`src/rtl/chirp_sequencer.sv`:
```
// ---------------------------------------------------------------------------
// chirp_sequencer
//   Linear FM sweep sequencer feeding the NCO phase accumulator. Issues the
//   phase-increment word start + k*step, each word held dwell+1 cycles, in
//   single-shot, sawtooth-repeat or triangle-repeat form.
//
//   Ports
//     clk, rst_n            system clock, async active-low reset
//     cfg_valid/cfg_ready   config write handshake (ready only in IDLE)
//     cfg_start, cfg_step   first word and per-step delta (mod 2**DSIZE)
//     cfg_nsteps            index of the last word in a sweep
//     cfg_dwell             each word is held dwell+1 cycles
//     cfg_mode              0 single, 1 sawtooth, 2 triangle, 3 as 0
//     go, abort             start sweep (IDLE only) / return to IDLE
//     busy                  sweep in progress
//     incr_out, incr_valid  current increment word, pulse on each new word
//     sweep_start           pulse when index 0 is issued going up
//     sweep_done            pulse when a single-shot sweep completes
//
//   state      | meaning
//   -----------+-----------------------------------------------------------
//   IDLE       | waiting for go; config writes accepted; incr_out held
//   SWEEP_UP   | issuing words with idx rising (incr_out += step)
//   SWEEP_DOWN | triangle return leg, idx falling (incr_out -= step)
// ---------------------------------------------------------------------------
module chirp_sequencer #(
    parameter int DSIZE   = 20,
    parameter int NSTEP_W = 8,
    parameter int DWELL_W = 16
) (
    input  logic               clk,
    input  logic               rst_n,
    input  logic               cfg_valid,
    output logic               cfg_ready,
    input  logic [DSIZE-1:0]   cfg_start,
    input  logic [DSIZE-1:0]   cfg_step,
    input  logic [NSTEP_W-1:0] cfg_nsteps,
    input  logic [DWELL_W-1:0] cfg_dwell,
    input  logic [1:0]         cfg_mode,
    input  logic               go,
    input  logic               abort,
    output logic               busy,
    output logic [DSIZE-1:0]   incr_out,
    output logic               incr_valid,
    output logic               sweep_start,
    output logic               sweep_done
);

    typedef enum logic [1:0] {
        IDLE       = 2'd0,
        SWEEP_UP   = 2'd1,
        SWEEP_DOWN = 2'd2
    } state_t;

    state_t             state_q, state_d;
    logic [DSIZE-1:0]   start_q, start_d;
    logic [DSIZE-1:0]   step_q, step_d;
    logic [NSTEP_W-1:0] nsteps_q, nsteps_d;
    logic [DWELL_W-1:0] dwell_q, dwell_d;
    logic [1:0]         mode_q, mode_d;
    logic [DSIZE-1:0]   incr_q, incr_d;
    logic [NSTEP_W-1:0] idx_q, idx_d;
    logic [DWELL_W-1:0] cnt_q, cnt_d;
    logic               valid_q, valid_d;
    logic               start_pls_q, start_pls_d;
    logic               done_q, done_d;

    logic               cfg_wr;
    logic               repeat_mode;
    logic [DSIZE-1:0]   start_eff;
    logic [DWELL_W-1:0] dwell_eff;

    assign cfg_wr      = cfg_valid && (state_q == IDLE);
    assign repeat_mode = (mode_q == 2'd1) || (mode_q == 2'd2);
    // A write landing with go must already be in effect for that sweep.
    assign start_eff   = cfg_wr ? cfg_start : start_q;
    assign dwell_eff   = cfg_wr ? cfg_dwell : dwell_q;

    always_comb begin
        state_d     = state_q;
        start_d     = start_q;
        step_d      = step_q;
        nsteps_d    = nsteps_q;
        dwell_d     = dwell_q;
        mode_d      = mode_q;
        incr_d      = incr_q;
        idx_d       = idx_q;
        cnt_d       = cnt_q;
        valid_d     = 1'b0;
        start_pls_d = 1'b0;
        done_d      = 1'b0;

        if (cfg_wr) begin
            start_d  = cfg_start;
            step_d   = cfg_step;
            nsteps_d = cfg_nsteps;
            dwell_d  = cfg_dwell;
            mode_d   = cfg_mode;
        end

        case (state_q)
            IDLE: begin
                if (go && !abort) begin
                    state_d     = SWEEP_UP;
                    incr_d      = start_eff;
                    idx_d       = '0;
                    cnt_d       = dwell_eff;
                    valid_d     = 1'b1;
                    start_pls_d = 1'b1;
                end
            end

            SWEEP_UP: begin
                if (abort) begin
                    state_d = IDLE;
                end else if (cnt_q != '0) begin
                    cnt_d = cnt_q - DWELL_W'(1);
                end else begin
                    cnt_d   = dwell_q;
                    valid_d = 1'b1;
                    if (idx_q != nsteps_q) begin
                        idx_d  = idx_q + NSTEP_W'(1);
                        incr_d = incr_q + step_q;
                    end else if ((mode_q == 2'd2) && (nsteps_q != '0)) begin
                        // Peak is not repeated: the down leg starts at nsteps-1.
                        state_d     = SWEEP_DOWN;
                        idx_d       = idx_q - NSTEP_W'(1);
                        incr_d      = incr_q - step_q;
                        start_pls_d = (nsteps_q == NSTEP_W'(1));
                    end else if (repeat_mode) begin
                        // Reload rather than wrap arithmetically back to start.
                        idx_d       = '0;
                        incr_d      = start_q;
                        start_pls_d = 1'b1;
                    end else begin
                        state_d = IDLE;
                        valid_d = 1'b0;
                        done_d  = 1'b1;
                    end
                end
            end

            SWEEP_DOWN: begin
                if (abort) begin
                    state_d = IDLE;
                end else if (cnt_q != '0) begin
                    cnt_d = cnt_q - DWELL_W'(1);
                end else begin
                    cnt_d   = dwell_q;
                    valid_d = 1'b1;
                    if (idx_q == '0) begin
                        // Base is not repeated: the up leg resumes at idx 1.
                        state_d = SWEEP_UP;
                        idx_d   = NSTEP_W'(1);
                        incr_d  = incr_q + step_q;
                    end else begin
                        idx_d       = idx_q - NSTEP_W'(1);
                        incr_d      = incr_q - step_q;
                        start_pls_d = (idx_q == NSTEP_W'(1));
                    end
                end
            end

            default: state_d = IDLE;
        endcase
    end

    always_ff @(posedge clk or negedge rst_n) begin
        if (!rst_n) begin
            state_q     <= IDLE;
            start_q     <= '0;
            step_q      <= '0;
            nsteps_q    <= '0;
            dwell_q     <= '0;
            mode_q      <= '0;
            incr_q      <= '0;
            idx_q       <= '0;
            cnt_q       <= '0;
            valid_q     <= 1'b0;
            start_pls_q <= 1'b0;
            done_q      <= 1'b0;
        end else begin
            state_q     <= state_d;
            start_q     <= start_d;
            step_q      <= step_d;
            nsteps_q    <= nsteps_d;
            dwell_q     <= dwell_d;
            mode_q      <= mode_d;
            incr_q      <= incr_d;
            idx_q       <= idx_d;
            cnt_q       <= cnt_d;
            valid_q     <= valid_d;
            start_pls_q <= start_pls_d;
            done_q      <= done_d;
        end
    end

    assign cfg_ready   = (state_q == IDLE);
    assign busy        = (state_q != IDLE);
    assign incr_out    = incr_q;
    assign incr_valid  = valid_q;
    assign sweep_start = start_pls_q;
    assign sweep_done  = done_q;

endmodule
```
`config.mk`:
```
export PLATFORM = sky130hd
export DESIGN_NAME = chirp_sequencer
export DESIGN_NICKNAME = d
export VERILOG_FILES = /design/src/rtl/chirp_sequencer.sv
export SDC_FILE = /design/constraint.sdc
export NUM_CORES = 1
export LEC_CHECK = 0
export BUFFER_PORTS_ARGS = -buffer_cell sky130_fd_sc_hd__buf_4
export CELL_PAD_IN_SITES_DETAIL_PLACEMENT = 0
export CELL_PAD_IN_SITES_GLOBAL_PLACEMENT = 1
export CORE_ASPECT_RATIO = 0.5
export CORE_MARGIN = 2
export CORE_UTILIZATION = 49
export DETAILED_ROUTE_END_ITERATION = 10
export PLACE_DENSITY = 0.95
export SYNTH_ARGS = -nofsm -noshare
export SYNTH_HDL_FRONTEND = slang
export SYNTH_SLANG_ARGS = --single-unit
```
`constraint.sdc`:
```
create_clock -name clk -period 6.55 [get_ports clk]
set_input_delay 1.965 -clock clk [delete_from_list [all_inputs] [get_ports clk]]
set_output_delay 1.965 -clock clk [all_outputs]
set_load 0.02 [all_outputs]
```
==> impl_metrics.tcl, run 1 <==
set metrics [dict create \
    clock_skew_ns 0.0109 \
    hp-class "reg2reg" \
    syn_nets 1105 \
    dp_hpwl_um 18300 \
    gr-usage-met1_pct 39.4 \
    first_iter_violations 603 \
    drcViolationCount 0 \
    rsz0062_at_grt "no" \
    final.period_utilization_pct 59.8 \
    numCtsBuffers 17 \
    antenna_left 0 \
    start_kind "flip-flop" \
    grt-ovfl-total 0 \
    yosysUniqueCellTypes 73 \
    final_common_cell "dfrtp_1" \
    cp-end-kind "flip-flop" \
    r2r_end "idx_q[3]$_DFFE_PN0P_" \
    fp.coreArea_mm2 0.0172 \
    dr.pass1.iters 8 \
    crit_type "reg2reg" \
    critPathMaxFanout 16 \
    drive_above_1_share_pct 21.3 \
    fmax_mhz 255 \
    period_needed_ns 3.92 \
    busiest_layer "met2" \
    worst_path_max_delay_cell "nand3_1" \
    crit_required_ns 6.83 \
    grt_antenna_before_repair 0 \
    ys_ff_latch 115 \
    synth-edff-count 0 \
    rows 34 \
    die_w_um 191 \
    path_clk_slew_ns 0.06 \
    holdBufCountCts 0 \
    dr_total_vias 7959 \
    wire_per_inst_um 20.1 \
    fin_cells 1291 \
    max_slew_margin_pct 31.0 \
    syn_to_final_growth_pct 16.3 \
    cp_common_cell "nor3_1" \
    met2_usage_pct 45.3 \
    grtUsageTotal_pct 28.9 \
    clock_path_buffers 2 \
    setup_violations 0 \
    cts_tree "yes" \
    grt_max_degree 79 \
    cts-root-buf "clkbuf_16" \
    synth_top_area_cell "dfrtp_1" \
    hold_path.startpoint "mode_q[0]$_DFFE_PN0P_" \
    h-tree-depth 4 \
    reg2reg_slack_ns 2.63 \
    fp.dieH_um 97.3 \
    initial_core_util_pct 49.6 \
    min_to "mode_q[0]$_DFFE_PN0P_" \
    insertion_delay_ns 0.43 \
    slowest_delay_ns 0.70 \
    status "finished clean" \
    finalSetupTns_ns 0 \
    dp.cells 1259 \
    whs_ns 0.513 \
    async_flop_share_pct 100 \
    nNetsFinal 1166 \
    grt_pass1_wl_um 41800 \
    rr_startpoint "idx_q[2]$_DFFE_PN0P_" \
    die_area_mm2 0.0186 \
    gp_congestion 0.948 \
    grt.met3_usage_pct 7.08 \
    cts_sinks 115 \
    cts_resized 0 \
    netlist_area_mm2 0.00854 \
    hold_violations 0 \
    reg2reg_depth 9 \
    worst_pin_slew_ns 1.03 \
    cts_setup_buffers 0 \
    layout_common_cells "dfrtp_1, buf_4, nand2_1" \
    io_buffer_count 95 \
    maxSlewViolCount 0 \
    num_io_pins 96 \
    drv_cap 0 \
    post_drt_via_cell_ratio 6.16 \
    hold_depth 1 \
    synth-main-ff-cell "dfrtp_1" \
    ys_seq_area_share_pct 33.7 \
    syn_avg_cell_area_um2 8.69 \
    synth_top_area_share_pct 33.7 \
    drt_wl_total_um 26000 \
    worstPathArrival_ns 4.20 \
    first_global_vias 7844 \
    synthCells 983 \
    yosysWarnings 0 \
    synth.area.top_cells "dfrtp_1, mux2_2, ha_1, o21ai_0, nand2_1" \
    diodes 0 \
    worstPathCellList "nor3_1 -> nand3_1 -> inv_1 -> nor2_1 -> a31oi_1 -> nor3_1 -> mux4_2 -> a21oi_1 -> o21ai_0" \
]
## registers in the layout, indices dropped and copies added, names as in the netlist
signal / flops
cnt_q: 16
incr_out: 20
sweep_done: 1
dwell_q: 16
incr_valid: 1
nsteps_q: 8
state_q: 2
step_q: 20
mode_q: 2
start_q: 20
sweep_start: 1
idx_q: 8
## Yosys cell counts, drive strengths merged (3+ instances only)
cell type and count:
xor2 9, nor3 23, a221o 4, a22o 6, nor4 12, ha 49, o31ai 11, inv 46
dfrtp 115, or2 7, a21o 8, a221oi 4, nand2b 4, xnor2 41, nand3 19, or3 14
or4 4, nor2b 11, o41ai 3, clkbuf 53, a211oi 4, a21oi 66, o21bai 7, a31oi 13
and2 5, o211ai 12, o21ai 95, o21a 6, and3 8, nand4 10, o311ai 4, mux2 67
nand2 96, a2111oi 4, nor2 74, buf 10, o22ai 5, mux2i 11, o2111ai 4, o221ai 7
## cells by family after synthesis
| group | Yosys count | synth area share, % |
|---|---|---|
| simple gates | 292 | 16.4 |
| compound gates | 287 | 21.8 |
| flops | 115 | 33.7 |
| buf+inv | 109 | 4.95 |
| mux | 79 | 10.4 |
| fa+ha+maj | 51 | 7.65 |
| xor+xnor | 50 | 5.13 |
## metrics by stage
stage / worst slack [ns] / cell area (um2) / util, %
2_1_floorplan: 2.97 / 8540 / -
3_3_place_gp: 2.58 / 9380 / 54.4
3_5_place_dp: 2.53 / 9380 / 54.4
4_1_cts: 2.74 / 9930 / 57.7
5_1_grt: 2.40 / 9930 / 57.7
6_report: 2.63 / 9930 / 57.7
## layer usage
metal | vias up | part of all wire (%)
met5 | - | 0
met4 | 0 | 2.2
met3 | 60 | 8.6
met2 | 348 | 45
met1 | 3871 | 44
li1 | 3680 | -
## worst max path at each step
stage,start,cells past startpoint,endpoint,slack [ns]
2_1_floorplan,cfg_valid,5,mode_q[0]$_DFFE_PN0P_,2.97
3_3_place_gp,cfg_valid,7,cnt_q[0]$_DFFE_PN0P_,2.58
6_report,idx_q[2]$_DFFE_PN0P_,9,idx_q[3]$_DFFE_PN0P_,2.63
4_1_cts,idx_q[2]$_DFFE_PN0P_,9,idx_q[3]$_DFFE_PN0P_,2.74
5_1_grt,idx_q[2]$_DFFE_PN0P_,9,idx_q[3]$_DFFE_PN0P_,2.40
3_5_place_dp,cfg_valid,7,cnt_q[0]$_DFFE_PN0P_,2.53
## critical path, delay by kind of cell (launching register included)
family          cells  cell delay [ns]
simple gates        4             1.46
compound gates      3             0.81
buf+inv             1             0.54
flops               1             0.50
mux                 1             0.48
## area by class of cell
type | count | area [um2]
Clock buffer | 17 | 425
Multi-Input combinational cell | 759 | 5240
Tap cell | 234 | 293
Timing Repair Buffer | 105 | 788
Sequential cell | 115 | 2880
Clock inverter | 15 | 134
Inverter | 46 | 173
Fill cell | 1544 | 7290
Power of run 1 is not shown: default switching activity piles up to over one toggle a cycle in this logic, so the estimate is an artifact.
==> inputs of run 2 (changes only) <==
CORE_UTILIZATION = 41   (was 49)
PLACE_DENSITY = 0.85   (was 0.95)
clock period = 3.32 ns   (was 6.55 ns; I/O delays follow)
==> run 2 against run 1 <==
Compared with the run above:
- clock-buffer cell count grew 2
- register-to-register slack worse by 2.5 ns
- highest routed layer unchanged
- critical path depth is 2 higher
- critical endpoint is now incr_out[18]$_DFFE_PN0P_
- wire length up 8.7%
- maximum frequency is 21% higher
- critical path type unchanged
==> impl_metrics.tcl, run 2 (synthesis gave the netlist of run 1 again) <==
set metrics [dict create \
    crit_type "reg2reg" \
    cts-root-buf "clkbuf_16" \
    worstPathArrival_ns 3.56 \
    drv_cap 0 \
    critPathMaxFanout 4 \
    gp_congestion 0.913 \
    numCtsBuffers 17 \
    insertion_delay_ns 0.44 \
    grt-ovfl-total 0 \
    path_clk_slew_ns 0.06 \
    place_ws_ns 0.0567 \
    period_needed_ns 3.23 \
    met2_length_um 12600 \
    rsz0062_at_grt "yes" \
    holdBufCountCts 0 \
    fmax_mhz 309 \
    status "finished clean" \
    p_leak_uw 0.00458 \
    crit_required_ns 3.65 \
    h-tree-depth 4 \
    wire_per_inst_um 20.6 \
    drive_above_1_share_pct 24.6 \
    antenna_left 0 \
    diodes 0 \
    cp-end-kind "flip-flop" \
    wl_met3_um 2010 \
    final.period_utilization_pct 97.4 \
    hold_path.startpoint "mode_q[0]$_DFFE_PN0P_" \
    num_io_pins 96 \
    fp.dieH_um 106 \
    grtUsageTotal_pct 26.2 \
    die_w_um 208 \
    grt_max_degree 39 \
    first_iter_violations 637 \
    hold_violations 0 \
    setup_slack_ns 0.0852 \
    setup_violations 0 \
    grt_pass1_wl_um 44400 \
    finalPower_uw 13800 \
    clock_skew_ns 0.00711 \
    maxSlewViolCount 0 \
    syn_to_final_growth_pct 22.3 \
    p_per_area_mw_per_mm2 1320 \
    dr_total_vias 8051 \
    cts_setup_buffers 0 \
    post_drt_via_cell_ratio 5.87 \
    worst_pin_slew_ns 0.588 \
    dp_hpwl_um 20900 \
    wl_met1_um 13000 \
    io_buffer_count 95 \
    drt_wl_total_um 28300 \
    cts_tree "yes" \
    start_kind "flip-flop" \
    hp-class "reg2reg" \
    finalSetupTns_ns 0 \
    cts_sinks 115 \
    fp.coreArea_mm2 0.0205 \
    rr_startpoint "incr_out[0]$_DFFE_PN0P_" \
    initial_core_util_pct 41.6 \
    whs_ns 0.510 \
    clock_path_buffers 2 \
    grt_antenna_before_repair 0 \
    rows 37 \
    max_slew_margin_pct 60.3 \
    top_layer "met4" \
    ir_drop_v 0.000428 \
    drcViolationCount 0 \
    layout_common_cells "buf_4, dfrtp_1, nand2_1" \
    cts_resized 0 \
    nNetsFinal 1208 \
    startpoint "incr_out[0]$_DFFE_PN0P_" \
    first_global_vias 7922 \
    dr.pass1.iters 5 \
    final_common_cell "buf_4" \
    die_area_mm2 0.0221 \
]
==> run 2: changes by cell type in the layout (fill, tap and decap cells not counted), sizes merged <==
cell      before  now
buf          105  147
bufinv         1    4
clkbuf        17   19
clkinv         6    1
clkinvlp       5    4
inv           49   50
==> run 2: final timing paths <==
check | endpoint | slack (ns) | depth (start not counted)
setup reg to reg | incr_out[18]$_DFFE_PN0P_ | 0.09 | 11
min in group asynchronous | dwell_q[10]$_DFF_PN0_ | 0.53 | 1
max in group asynchronous | incr_out[10]$_DFFE_PN0P_ | 2.02 | 2
setup / recovery | incr_out[18]$_DFFE_PN0P_ | 0.09 | 11
hold reg to reg | mode_q[0]$_DFFE_PN0P_ | 0.51 | 1
hold / removal | mode_q[0]$_DFFE_PN0P_ | 0.51 | 1
==> run 2: critical path, cell delays in order, from the launching register on <==
cell and delay [ns]:
dfrtp_1 0.40, ha_1 0.24, fa_1 0.43, nor2b_1 0.18, o211ai_1 0.36, nand3_1 0.26
a31oi_2 0.33, nor2_1 0.08, a221oi_2 0.31, xnor2_1 0.16, a31oi_1 0.10, a22o_1 0.25
==> run 2: through the flow <==
stage,util [%],instance area [um2],cells
floorplan,-,8540,983
global placement,47.7,9780,1340
detailed placement,47.7,9780,1340
CTS,50.8,10400,1372
global route,50.9,10400,1372
finish,50.9,10400,1372
==> run 2: per-layer routing <==
metal	track usage, %	vias up
li1	-	3767
met1	35.8	3947
met3	5.61	48
met5	0	-
met4	9.15	0
met2	41.1	289
==> run 2: area by class of cell <==
cell class / count / area, um2
tap: 273 / 342
clock buffer: 19 / 453
multi-input combinational: 759 / 5260
clock inverter: 13 / 196
inverter: 46 / 173
sequential: 115 / 2880
timing repair buffer: 147 / 1140
fill: 1907 / 10100
==> run 2: report_power, final <==
part / internal, uW / total, uW / leakage [uW] / switching [uW]
Clock: 1310 / 2070 / 0.000305 / 764
Sequential: 2080 / 2740 / 0.00139 / 663
Combinational: 3760 / 9030 / 0.00289 / 5270
Total: 7140 / 13800 / 0.00458 / 6700
No activity file was read; power rests on OpenSTA's default activity.
==> inputs of run 3 (changes only) <==
CORE_UTILIZATION = 42   (was 41)
CTS_BUF_LIST = sky130_fd_sc_hd__clkbuf_8   (was not set)
PLACE_DENSITY = 0.87   (was 0.85)
==> run 3 against run 2 <==
Compared with the run above:
- first-iteration DRC count is 5.2% lower
- global-route usage up 0.35 points
- critical endpoint unchanged
- largest power group unchanged
- flip-flop and latch count unchanged
- sequential power is essentially flat
==> impl_metrics.tcl, run 3 (synthesis gave the netlist of run 1 again) <==
set metrics [dict create \
    reg2reg_slack_ns 0.18 \
    drcViolationCount 0 \
    holdBufCountCts 0 \
    drv_cap 0 \
    status "finished clean" \
    fp.coreArea_mm2 0.0197 \
    fp.dieH_um 105 \
    path_delay_family "compound AO/OA/AOI/OAI gates" \
    slowest_delay_ns 0.40 \
    layout_common_cells "buf_4, dfrtp_1, nand2_1" \
    min_to "dwell_q[6]$_DFF_PN0_" \
    io_buffer_count 95 \
    place_ws_ns 0.0584 \
    h-tree-depth 4 \
    grt-ovfl-total 0 \
    insertion_delay_ns 0.48 \
    first_global_vias 7859 \
    crit_type "reg2reg" \
    gp_congestion 0.902 \
    diodes 0 \
    p_per_area_mw_per_mm2 1290 \
    crit_required_ns 3.68 \
    final_common_cell "buf_4" \
    start_kind "flip-flop" \
    antenna_left 0 \
    max_slew_margin_pct 35.3 \
    worst_path_max_delay_cell "dfrtp_1" \
    path_buf_inv 3 \
    dr.pass1.iters 5 \
    period_needed_ns 3.14 \
    rows 36 \
    setup_slack_ns 0.180 \
    nNetsFinal 1216 \
    r2r_end "incr_out[18]$_DFFE_PN0P_" \
    dp_hpwl_um 20600 \
    place_area_mm2 0.00977 \
    rr_startpoint "incr_out[0]$_DFFE_PN0P_" \
    die_area_mm2 0.0216 \
    first_iter_violations 604 \
    hp-class "reg2reg" \
    drt_wl_total_um 27500 \
    cts_tree "yes" \
    cp-end-kind "flip-flop" \
    worst_pin_slew_ns 0.968 \
    hold_path.startpoint "dwell_q[6]$_DFF_PN0_" \
    grt_max_degree 47 \
    num_io_pins 96 \
    hold_violations 0 \
    fill_cells 1826 \
    hold_depth 1 \
    die_w_um 206 \
    wire_per_inst_um 20.0 \
    worstPathArrival_ns 3.50 \
    worstPathCellList "inv_1 -> ha_1 -> inv_1 -> fa_2 -> a21oi_4 -> o211ai_1 -> nand2_1 -> o211ai_1 -> a211o_1 -> a21boi_1 -> buf_4 -> o311ai_0 -> a221o_1 -> a22o_1" \
    drive_above_1_share_pct 25.3 \
    ir_drop_v 0.000384 \
    final.period_utilization_pct 94.6 \
    setup_violations 0 \
    fin_area_mm2 0.0102 \
    grt_pass1_wl_um 43900 \
    critPathMaxFanout 4 \
    finalSetupTns_ns 0 \
    dr_total_vias 7984 \
    rsz0062_at_grt "no" \
    reg2reg_depth 14 \
    syn_to_final_growth_pct 20.0 \
    grtUsageTotal_pct 26.5 \
    clock_skew_ns 0.0135 \
    p_leak_uw 0.00451 \
    cts-root-buf "clkbuf_8" \
    path_clk_slew_ns 0.07 \
    numCtsBuffers 17 \
    fmax_mhz 318 \
    maxSlewViolCount 0 \
    initial_core_util_pct 43.4 \
    grt_antenna_before_repair 0 \
    clock_path_buffers 2 \
    post_drt_via_cell_ratio 5.82 \
    cts_sinks 115 \
]
[run 3: area by class of cell]
cell class / count / area [um2] / share of cell area [%]
inverter: 46 / 173 / 1.68
multi-input combinational: 759 / 5280 / 51.5
clock inverter: 13 / 135 / 1.32
clock buffer: 19 / 262 / 2.55
timing repair buffer: 155 / 1190 / 11.6
sequential: 115 / 2880 / 28.1
tap: 266 / 333 / 3.25
[run 3: per-stage QoR]
step | std cells | power (uW) | hold WS, ns | util, %
floorplan | 983 | 8780 | 0.479 | -
global placement | 1335 | 11400 | 0.490 | 49.6
detailed placement | 1335 | 11500 | 0.504 | 49.6
CTS | 1367 | 13000 | 0.521 | 51.7
global route | 1373 | 14300 | 0.535 | 52.1
finish | 1373 | 13200 | 0.519 | 52.1
[run 3: routing by layer]
layer	track usage, %	wire (um)
met5	0	0
met4	6.78	461
met3	5.86	1780
met2	40.4	12400
met1	37.9	12800
[run 3: worst max-delay path by stage]
| stage | start | to | slack (ns) | depth (start not counted) |
|---|---|---|---|---|
| after global routing | incr_out[0]$_DFFE_PN0P_ | incr_out[18]$_DFFE_PN0P_ | 0.005 | 14 |
| final | incr_out[0]$_DFFE_PN0P_ | incr_out[18]$_DFFE_PN0P_ | 0.18 | 14 |
| after detailed placement | incr_out[0]$_DFFE_PN0P_ | incr_out[18]$_DFFE_PN0P_ | 0.06 | 14 |
| after CTS | incr_out[0]$_DFFE_PN0P_ | incr_out[18]$_DFFE_PN0P_ | 0.05 | 14 |
| after floorplan | incr_out[0]$_DFFE_PN0P_ | incr_out[18]$_DFFE_PN0P_ | 0.20 | 13 |
| after global placement | incr_out[0]$_DFFE_PN0P_ | incr_out[18]$_DFFE_PN0P_ | 0.16 | 14 |
[run 3: power by group]
group | leakage (uW) | internal [uW] | total [uW] | switching [uW]
clock network | 0.000201 | 704 | 1370 | 665
logic | 0.00292 | 3820 | 9130 | 5310
registers | 0.00139 | 2070 | 2740 | 669
total | 0.00451 | 6600 | 13200 | 6640
[run 3: repair_timing]
action	4_1_cts	5_1_grt
setup buffers	0	6
hold endpoints to repair	0	0
resized for setup	0	9
endpoints found under the setup margin	0	4
